===== src/rtl/vga_pkg.sv =====
// Shared types and constants for the VGA test-pattern mode controller.
// Mode encodings, mode-select width and the key FSM state type.
package vga_pkg;

  localparam int MODE_W = 4;

  localparam int MODE_BLACK   = 0;
  localparam int MODE_WHITE   = 1;
  localparam int MODE_RED     = 2;
  localparam int MODE_GREEN   = 3;
  localparam int MODE_BLUE    = 4;
  localparam int MODE_GRID_S  = 5;
  localparam int MODE_GRID_L  = 6;
  localparam int MODE_HGRAD   = 7;
  localparam int MODE_VGRAD   = 8;
  localparam int MODE_RGRAD   = 9;
  localparam int MODE_GGRAD   = 10;
  localparam int MODE_BGRAD   = 11;
  localparam int MODE_BARS    = 12;
  localparam int MODE_DEFAULT = 13;

  typedef enum logic [1:0] {
    KEY_IDLE,
    KEY_PRESS_DB,
    KEY_HELD,
    KEY_REL_DB
  } key_state_t;

  function automatic logic [MODE_W-1:0] next_mode(
    input logic [MODE_W-1:0] m,
    input logic [MODE_W-1:0] last
  );
    return (m == last) ? '0 : m + 1'b1;
  endfunction

endpackage


===== src/rtl/vga_mode_ctrl_if.sv =====
// Link between the timing generator / pattern mux and the mode controller.
// master = mode controller, slave = timing generator + pattern mux side.
interface vga_mode_ctrl_if;
  import vga_pkg::*;

  logic              frame_start;
  logic [MODE_W-1:0] dis_mode;
  logic              mode_changed;
  logic              auto_active;

  modport master (
    input  frame_start,
    output dis_mode,
    output mode_changed,
    output auto_active
  );

  modport slave (
    output frame_start,
    input  dis_mode,
    input  mode_changed,
    input  auto_active
  );

endinterface


===== src/rtl/vga_mode_ctrl_key_debounce.sv =====
// Key synchroniser and press classifier.
// Emits one-cycle short_press (on accepted release) and long_press pulses.
module key_debounce
  import vga_pkg::*;
#(
  parameter int DEBOUNCE_CYC   = 6500000,
  parameter int LONG_PRESS_CYC = 65000000
) (
  input  logic vga_clk,
  input  logic rstn,
  input  logic key_n,
  output logic short_press,
  output logic long_press
);

  localparam int DB_W   = $clog2(DEBOUNCE_CYC);
  localparam int HOLD_W = $clog2(LONG_PRESS_CYC + 1);

  localparam logic [DB_W-1:0]   DB_LAST   = DB_W'(DEBOUNCE_CYC - 1);
  localparam logic [HOLD_W-1:0] HOLD_LAST = HOLD_W'(LONG_PRESS_CYC - 1);
  localparam logic [HOLD_W-1:0] HOLD_MAX  = HOLD_W'(LONG_PRESS_CYC);

  key_state_t        state;
  logic [1:0]        sync;
  logic              key_s;
  logic              armed;
  logic              long_flag;
  logic [DB_W-1:0]   db_cnt;
  logic [HOLD_W-1:0] hold_cnt;

  assign key_s = sync[1];

  // Sync resets to "pressed" and armed stays low until a release is seen,
  // so a key held through reset is ignored.
  always_ff @(posedge vga_clk) begin
    if (!rstn) begin
      sync        <= 2'b00;
      armed       <= 1'b0;
      state       <= KEY_IDLE;
      db_cnt      <= '0;
      hold_cnt    <= '0;
      long_flag   <= 1'b0;
      short_press <= 1'b0;
      long_press  <= 1'b0;
    end else begin
      sync        <= {sync[0], key_n};
      short_press <= 1'b0;
      long_press  <= 1'b0;
      unique case (state)
        KEY_IDLE: begin
          if (key_s) begin
            armed <= 1'b1;
          end else if (armed) begin
            state  <= KEY_PRESS_DB;
            db_cnt <= '0;
          end
        end
        KEY_PRESS_DB: begin
          if (key_s) begin
            state <= KEY_IDLE;
          end else if (db_cnt == DB_LAST) begin
            state     <= KEY_HELD;
            hold_cnt  <= '0;
            long_flag <= 1'b0;
          end else begin
            db_cnt <= db_cnt + 1'b1;
          end
        end
        KEY_HELD: begin
          if (hold_cnt != HOLD_MAX)
            hold_cnt <= hold_cnt + 1'b1;
          if (hold_cnt == HOLD_LAST && !long_flag) begin
            long_press <= 1'b1;
            long_flag  <= 1'b1;
          end
          if (key_s) begin
            state  <= KEY_REL_DB;
            db_cnt <= '0;
          end
        end
        KEY_REL_DB: begin
          if (!key_s) begin
            state <= KEY_HELD;
          end else if (db_cnt == DB_LAST) begin
            state       <= KEY_IDLE;
            short_press <= !long_flag;
            long_flag   <= 1'b0;
          end else begin
            db_cnt <= db_cnt + 1'b1;
          end
        end
      endcase
    end
  end

endmodule


===== src/rtl/vga_mode_ctrl.sv =====
// Display-mode controller: key-driven stepping and auto-cycling,
// with every mode change applied on a frame boundary.
module vga_mode_ctrl
  import vga_pkg::*;
#(
  parameter int DEBOUNCE_CYC   = 6500000,
  parameter int LONG_PRESS_CYC = 65000000,
  parameter int NUM_MODES      = 14,
  parameter int DEFAULT_MODE   = 12,
  parameter int AUTO_FRAMES    = 120
) (
  input logic             vga_clk,
  input logic             rstn,
  input logic             key_n,
  vga_mode_ctrl_if.master mif
);

  if (NUM_MODES < 2 || NUM_MODES > 16 ||
      DEFAULT_MODE < 0 || DEFAULT_MODE >= NUM_MODES ||
      DEBOUNCE_CYC < 2 || LONG_PRESS_CYC < 1 || AUTO_FRAMES < 1) begin : g_bad_param
    $error("vga_mode_ctrl: illegal parameter set");
  end

  localparam int FC_W = $clog2(AUTO_FRAMES + 1);

  localparam logic [FC_W-1:0]   FC_LAST   = FC_W'(AUTO_FRAMES - 1);
  localparam logic [MODE_W-1:0] MODE_LAST = MODE_W'(NUM_MODES - 1);
  localparam logic [MODE_W-1:0] MODE_RST  = MODE_W'(DEFAULT_MODE);

  logic            short_press;
  logic            long_press;
  logic            pending;
  logic [FC_W-1:0] fcnt;
  logic            auto_due;
  logic            step;

  key_debounce #(
    .DEBOUNCE_CYC   (DEBOUNCE_CYC),
    .LONG_PRESS_CYC (LONG_PRESS_CYC)
  ) u_key (
    .vga_clk     (vga_clk),
    .rstn        (rstn),
    .key_n       (key_n),
    .short_press (short_press),
    .long_press  (long_press)
  );

  assign auto_due = mif.auto_active && fcnt == FC_LAST;
  assign step     = mif.frame_start && (pending || auto_due);

  // A request landing on frame_start survives the clear and waits a frame.
  always_ff @(posedge vga_clk) begin
    if (!rstn) begin
      mif.dis_mode     <= MODE_RST;
      mif.mode_changed <= 1'b0;
      mif.auto_active  <= 1'b0;
      pending          <= 1'b0;
      fcnt             <= '0;
    end else begin
      if (long_press)
        mif.auto_active <= !mif.auto_active;
      if (short_press || !mif.auto_active)
        fcnt <= '0;
      else if (mif.frame_start)
        fcnt <= (fcnt == FC_LAST) ? '0 : fcnt + 1'b1;
      pending          <= short_press || (pending && !mif.frame_start);
      mif.mode_changed <= step;
      if (step)
        mif.dis_mode <= next_mode(mif.dis_mode, MODE_LAST);
    end
  end

endmodule


===== src/flat_wrapper.sv =====
// flat-port wrapper written by rule: the top's interface ports become plain ports
module vga_mode_ctrl_flat import vga_pkg::*;
#(
  parameter int DEBOUNCE_CYC   = 6500000,
  parameter int LONG_PRESS_CYC = 65000000,
  parameter int NUM_MODES      = 14,
  parameter int DEFAULT_MODE   = 12,
  parameter int AUTO_FRAMES    = 120
)
  (vga_clk, rstn, key_n, mif_frame_start, mif_dis_mode, mif_mode_changed, mif_auto_active);
  vga_mode_ctrl_if mif_i ();
  input logic vga_clk;
  input logic rstn;
  input logic key_n;
  input wire logic [$bits(mif_i.frame_start)-1:0] mif_frame_start;
  output wire logic [$bits(mif_i.dis_mode)-1:0] mif_dis_mode;
  output wire logic [$bits(mif_i.mode_changed)-1:0] mif_mode_changed;
  output wire logic [$bits(mif_i.auto_active)-1:0] mif_auto_active;
  assign mif_i.frame_start = mif_frame_start;
  assign mif_dis_mode = mif_i.dis_mode;
  assign mif_mode_changed = mif_i.mode_changed;
  assign mif_auto_active = mif_i.auto_active;
  vga_mode_ctrl #(.DEBOUNCE_CYC(DEBOUNCE_CYC), .LONG_PRESS_CYC(LONG_PRESS_CYC), .NUM_MODES(NUM_MODES), .DEFAULT_MODE(DEFAULT_MODE), .AUTO_FRAMES(AUTO_FRAMES)) u_core (.vga_clk(vga_clk), .rstn(rstn), .key_n(key_n), .mif(mif_i));
endmodule

===== config.mk =====
export PLATFORM = sky130hd
export DESIGN_NAME = vga_mode_ctrl_flat
export DESIGN_NICKNAME = d
export VERILOG_FILES = /design/src/rtl/vga_pkg.sv /design/src/rtl/vga_mode_ctrl_if.sv /design/src/rtl/vga_mode_ctrl_key_debounce.sv /design/src/rtl/vga_mode_ctrl.sv /design/src/flat_wrapper.sv
export SDC_FILE = /design/constraint.sdc
export NUM_CORES = 1
export LEC_CHECK = 0
export BUFFER_PORTS_ARGS = -buffer_cell sky130_fd_sc_hd__buf_2
export CORE_MARGIN = 2
export CORE_UTILIZATION = 56
export CTS_CLUSTER_SIZE = 28
export DETAILED_ROUTE_END_ITERATION = 7
export GPL_TIMING_DRIVEN = 0
export PLACE_DENSITY = 0.88
export SYNTH_ARGS = -nofsm -noshare
export SYNTH_HDL_FRONTEND = slang
export SYNTH_SLANG_ARGS = --single-unit

===== constraint.sdc =====
create_clock -name vga_clk -period 2.32 [get_ports vga_clk]
set_clock_uncertainty 0.2 [all_clocks]
set_input_delay 0.464 -clock vga_clk [delete_from_list [all_inputs] [get_ports vga_clk]]
set_output_delay 0.464 -clock vga_clk [all_outputs]
set_load 0.005 [all_outputs]

==> impl_results.md <==
- Outcome: complete, but fails checks
- Failing checks: negative setup slack
- Total congestion overflow: 0
- Min Tclk post-route: 2430 ps
- Critical Path Max Stage Delay: 580 ps
- WHS Path Cells: 2
- Hold Crit Endpoint: u_core.u_key.sync[0]$_SDFF_PN0_
- Routed wire length: 9930 um
- Max_cap viols: 0
- Detailed Routing Iterations Pass 1: 5
- Slew @ Worst Pin: 770 ps
- Sum Neg Setup Slack: -536 ps
- Detailed router's first-iteration violation count: 340
- Crit-path max FO: 4
- Fillers: 406
- Critical path cell sequence: ha_4, nand4_1, buf_4, nor4_4, buf_4, a21oi_4, or4_1, a21oi_2
- H-tree depth: 3
- Critical path type: register to register
- Post-route cell area: 0.00431 mm^2
- Max-slew violation count: 0
- WP buf/inv: 2
- Antenna cells: 0
- First-pass GRT wire length: 14800 um
- Syn nets: 427
- Reg2reg setup slack: -110 ps
- Mapped cell area: 0.00347 mm^2
- IO Pins: 10
- Syn. warnings: 0
- Final Cycle Share: 105%
- Peak VDD IR: 0.466 mV
- Area grow syn2layout: 24.1%
- HPWL Detailed: 5400 um
- Post-synth cell types: 51
- Clk Latency, worst-skew pair: 360 ps
- Worst min-delay path category: input port to register
- Root Driver: clkbuf_8
- Worst slew margin: 48.5%
- Reg-to-reg endpoint: u_core.u_key.hold_cnt[16]$_SDFFE_PN0P_
- Seq/Total Area, Yosys: 40.9%
- Die width: 82.7 um
- Share of layout cells above drive strength 1: 21.3%
- WHS: 118 ps
- DR vias: 3595
- Initial antenna violation count: 0
- P per Cell Area: 562 mW/mm^2
- Placed Area: 0.00360 mm^2
- TritonCTS buffer count: 9
- GR Util All Layers: 28.4%
- Clk buf depth: 2
- Hold path start: key_n
- Avg Vias per Cell: 6.72
- Dpl ws: -432 ps
- Setup-failing EPs final: 16
- Leak: 0.00147 uW
- CP max-delay cell: or4_1
- Commonest non-fill, non-tap cell in the layout: dfxtp_1
- Buffers on Ports: 7
- R2R cell count: 8
- Worst setup EP type: register
- RSZ-0062 raised after global routing: yes
- Synth Area per Inst: 8.29 um^2
- Clock transition at path regs: 80 ps
- Core area: 0.00596 mm^2
- GP Congestion: 0.940
- Die Span Y: 82.7 um
- CP top delay family: simple AND/OR/NAND/NOR gates
- CTS tree: built
- DRT antenna net count: 0
- Residual DRC: 0
- Initial Util: 58.3%
- EDFF count, synth: 0
- CP Data Required Time: 2420 ps
- Most frequent CP cell: buf_4
- Vias in the first global route: 3175
- Largest net degree at the start of global routing: 14
- Commonest cells after routing, fill and taps aside: dfxtp_1 (64), nor2_1 (35), nand2_1 (34), a21oi_1 (28)
- Post-synth ARST share: 0%
- Nets@finish: 463
- Max Clock Freq: 411 MHz
- Startpoint Class: register
- Critical path arrival: 2530 ps
- Syn Inst Count: 419
- Die area: 0.00685 mm^2
- Synth Register Bits: 71
- Cell row count: 28
- Drt wl/cell: 18.6 um
- R2R Path Start: u_core.u_key.db_cnt[1]$_SDFFE_PN0P_
- TritonCTS Sinks: 71
- Setup ws final: -113 ps
- Final Hold Vio Count: 0
- Synth Flop Type: dfxtp_1
==> layer usage <==
metal / track usage (%) / vias up / routed length (um)
li1: - / 1651 / -
met2: 47.7 / 197 / 4840
met3: 7.83 / 63 / 707
met4: 12.6 / 0 / 463
met1: 33.7 / 1684 / 3920
met5: 0 / - / 0
==> state kept, by name, indices dropped and copies added, names as in the netlist, 2 cells and up, named ones only <==
register	count
u_core.fcnt	7
u_core.mif.dis_mode	4
u_core.u_key.db_cnt	23
u_core.u_key.hold_cnt	26
u_core.u_key.sync	2
==> layout make-up <==
cell class / count / area [um^2] / share of cell area (%)
buffer: 18 / 149 / 3.45
clock buffer: 9 / 124 / 2.87
clock inverter: 7 / 95.1 / 2.21
inverter: 8 / 30.0 / 0.697
multi-input combinational: 321 / 2170 / 50.3
sequential: 71 / 1440 / 33.4
tap: 75 / 93.8 / 2.18
timing repair buffer: 26 / 211 / 4.91
==> logic make-up after synthesis <==
| group | Yosys count | synth area share [%] |
|---|---|---|
| flip-flops | 71 | 40.9 |
| AO/OA/AOI/OAI | 89 | 15.5 |
| AND/OR/NAND/NOR | 207 | 33.7 |
| adder cells (fa/ha/maj) | 4 | 1.44 |
| multiplexers | 2 | 0.577 |
| buffers and inverters | 28 | 3.35 |
| XOR/XNOR | 18 | 4.54 |
==> cell usage after synthesis, types with 4 or more instances <==
| library cell | instances | area (um^2) |
|---|---|---|
| dfxtp_1 | 71 | 1420 |
| a21oi_1 | 35 | 175 |
| nand2_1 | 35 | 131 |
| nor2_1 | 35 | 131 |
| nand3_1 | 23 | 115 |
| nand4_1 | 23 | 144 |
| or3_1 | 22 | 138 |
| o21ai_0 | 20 | 100 |
| or4_1 | 20 | 150 |
| clkbuf_1 | 15 | 56.3 |
| xor2_1 | 12 | 105 |
| o211ai_1 | 10 | 75.1 |
| and2_1 | 9 | 56.3 |
| o31ai_1 | 9 | 67.6 |
| and3_1 | 7 | 43.8 |
| inv_1 | 7 | 26.3 |
| nor3_1 | 7 | 35.0 |
| xnor2_1 | 6 | 52.6 |
| nor4_1 | 5 | 31.3 |
| ha_1 | 4 | 50.1 |
| nor4b_1 | 4 | 35.0 |
==> what timing repair did <==
action                                 4_1_cts  5_1_grt
setup endpoints to repair                   46       48
pin swaps                                   25       10
gates cloned                                 2        2
hold buffers                                 0        0
endpoints found under the hold margin        0        0
resized for setup                           40       46
setup buffers                               10        6
==> power breakdown <==
group	switching, uW	internal (uW)
clock	496	606
sequential	4.90	1220
combinational	61.0	34.6
total	561	1860
==> worst reg2reg max path: stages, from the launching register on <==
cell and delay, ps:
dfxtp_4 380, ha_4 130, nand4_1 130, buf_4 190, nor4_4 360, buf_4 200, a21oi_4 80, or4_1 580
a21oi_2 130
==> through the flow <==
step                      util [%]  total power, uW  cells
after floorplan                  -             1310    419
after global placement        60.5             1320    501
after detailed placement      60.5             1330    501
after CTS                     68.3             2410    529
after global routing          72.4             2480    535
final                         72.4             2420    535
==> worst max path at each step <==
stage                                              from                                endpoint  slack [ps]  depth (start not counted)
global placement    u_core.u_key.db_cnt[0]$_SDFFE_PN0P_  u_core.u_key.hold_cnt[19]$_SDFFE_PN0P_        -370                          8
detailed placement  u_core.u_key.db_cnt[0]$_SDFFE_PN0P_  u_core.u_key.hold_cnt[18]$_SDFFE_PN0P_        -430                          8
floorplan           u_core.u_key.db_cnt[0]$_SDFFE_PN0P_  u_core.u_key.hold_cnt[20]$_SDFFE_PN0P_          60                          7
finish              u_core.u_key.db_cnt[1]$_SDFFE_PN0P_  u_core.u_key.hold_cnt[16]$_SDFFE_PN0P_        -110                          8
CTS                 u_core.u_key.db_cnt[6]$_SDFFE_PN0P_  u_core.u_key.hold_cnt[16]$_SDFFE_PN0P_        -160                          6
global route        u_core.u_key.db_cnt[1]$_SDFFE_PN0P_  u_core.u_key.hold_cnt[16]$_SDFFE_PN0P_        -160                          8
No activity file was read; power rests on OpenSTA's default activity.
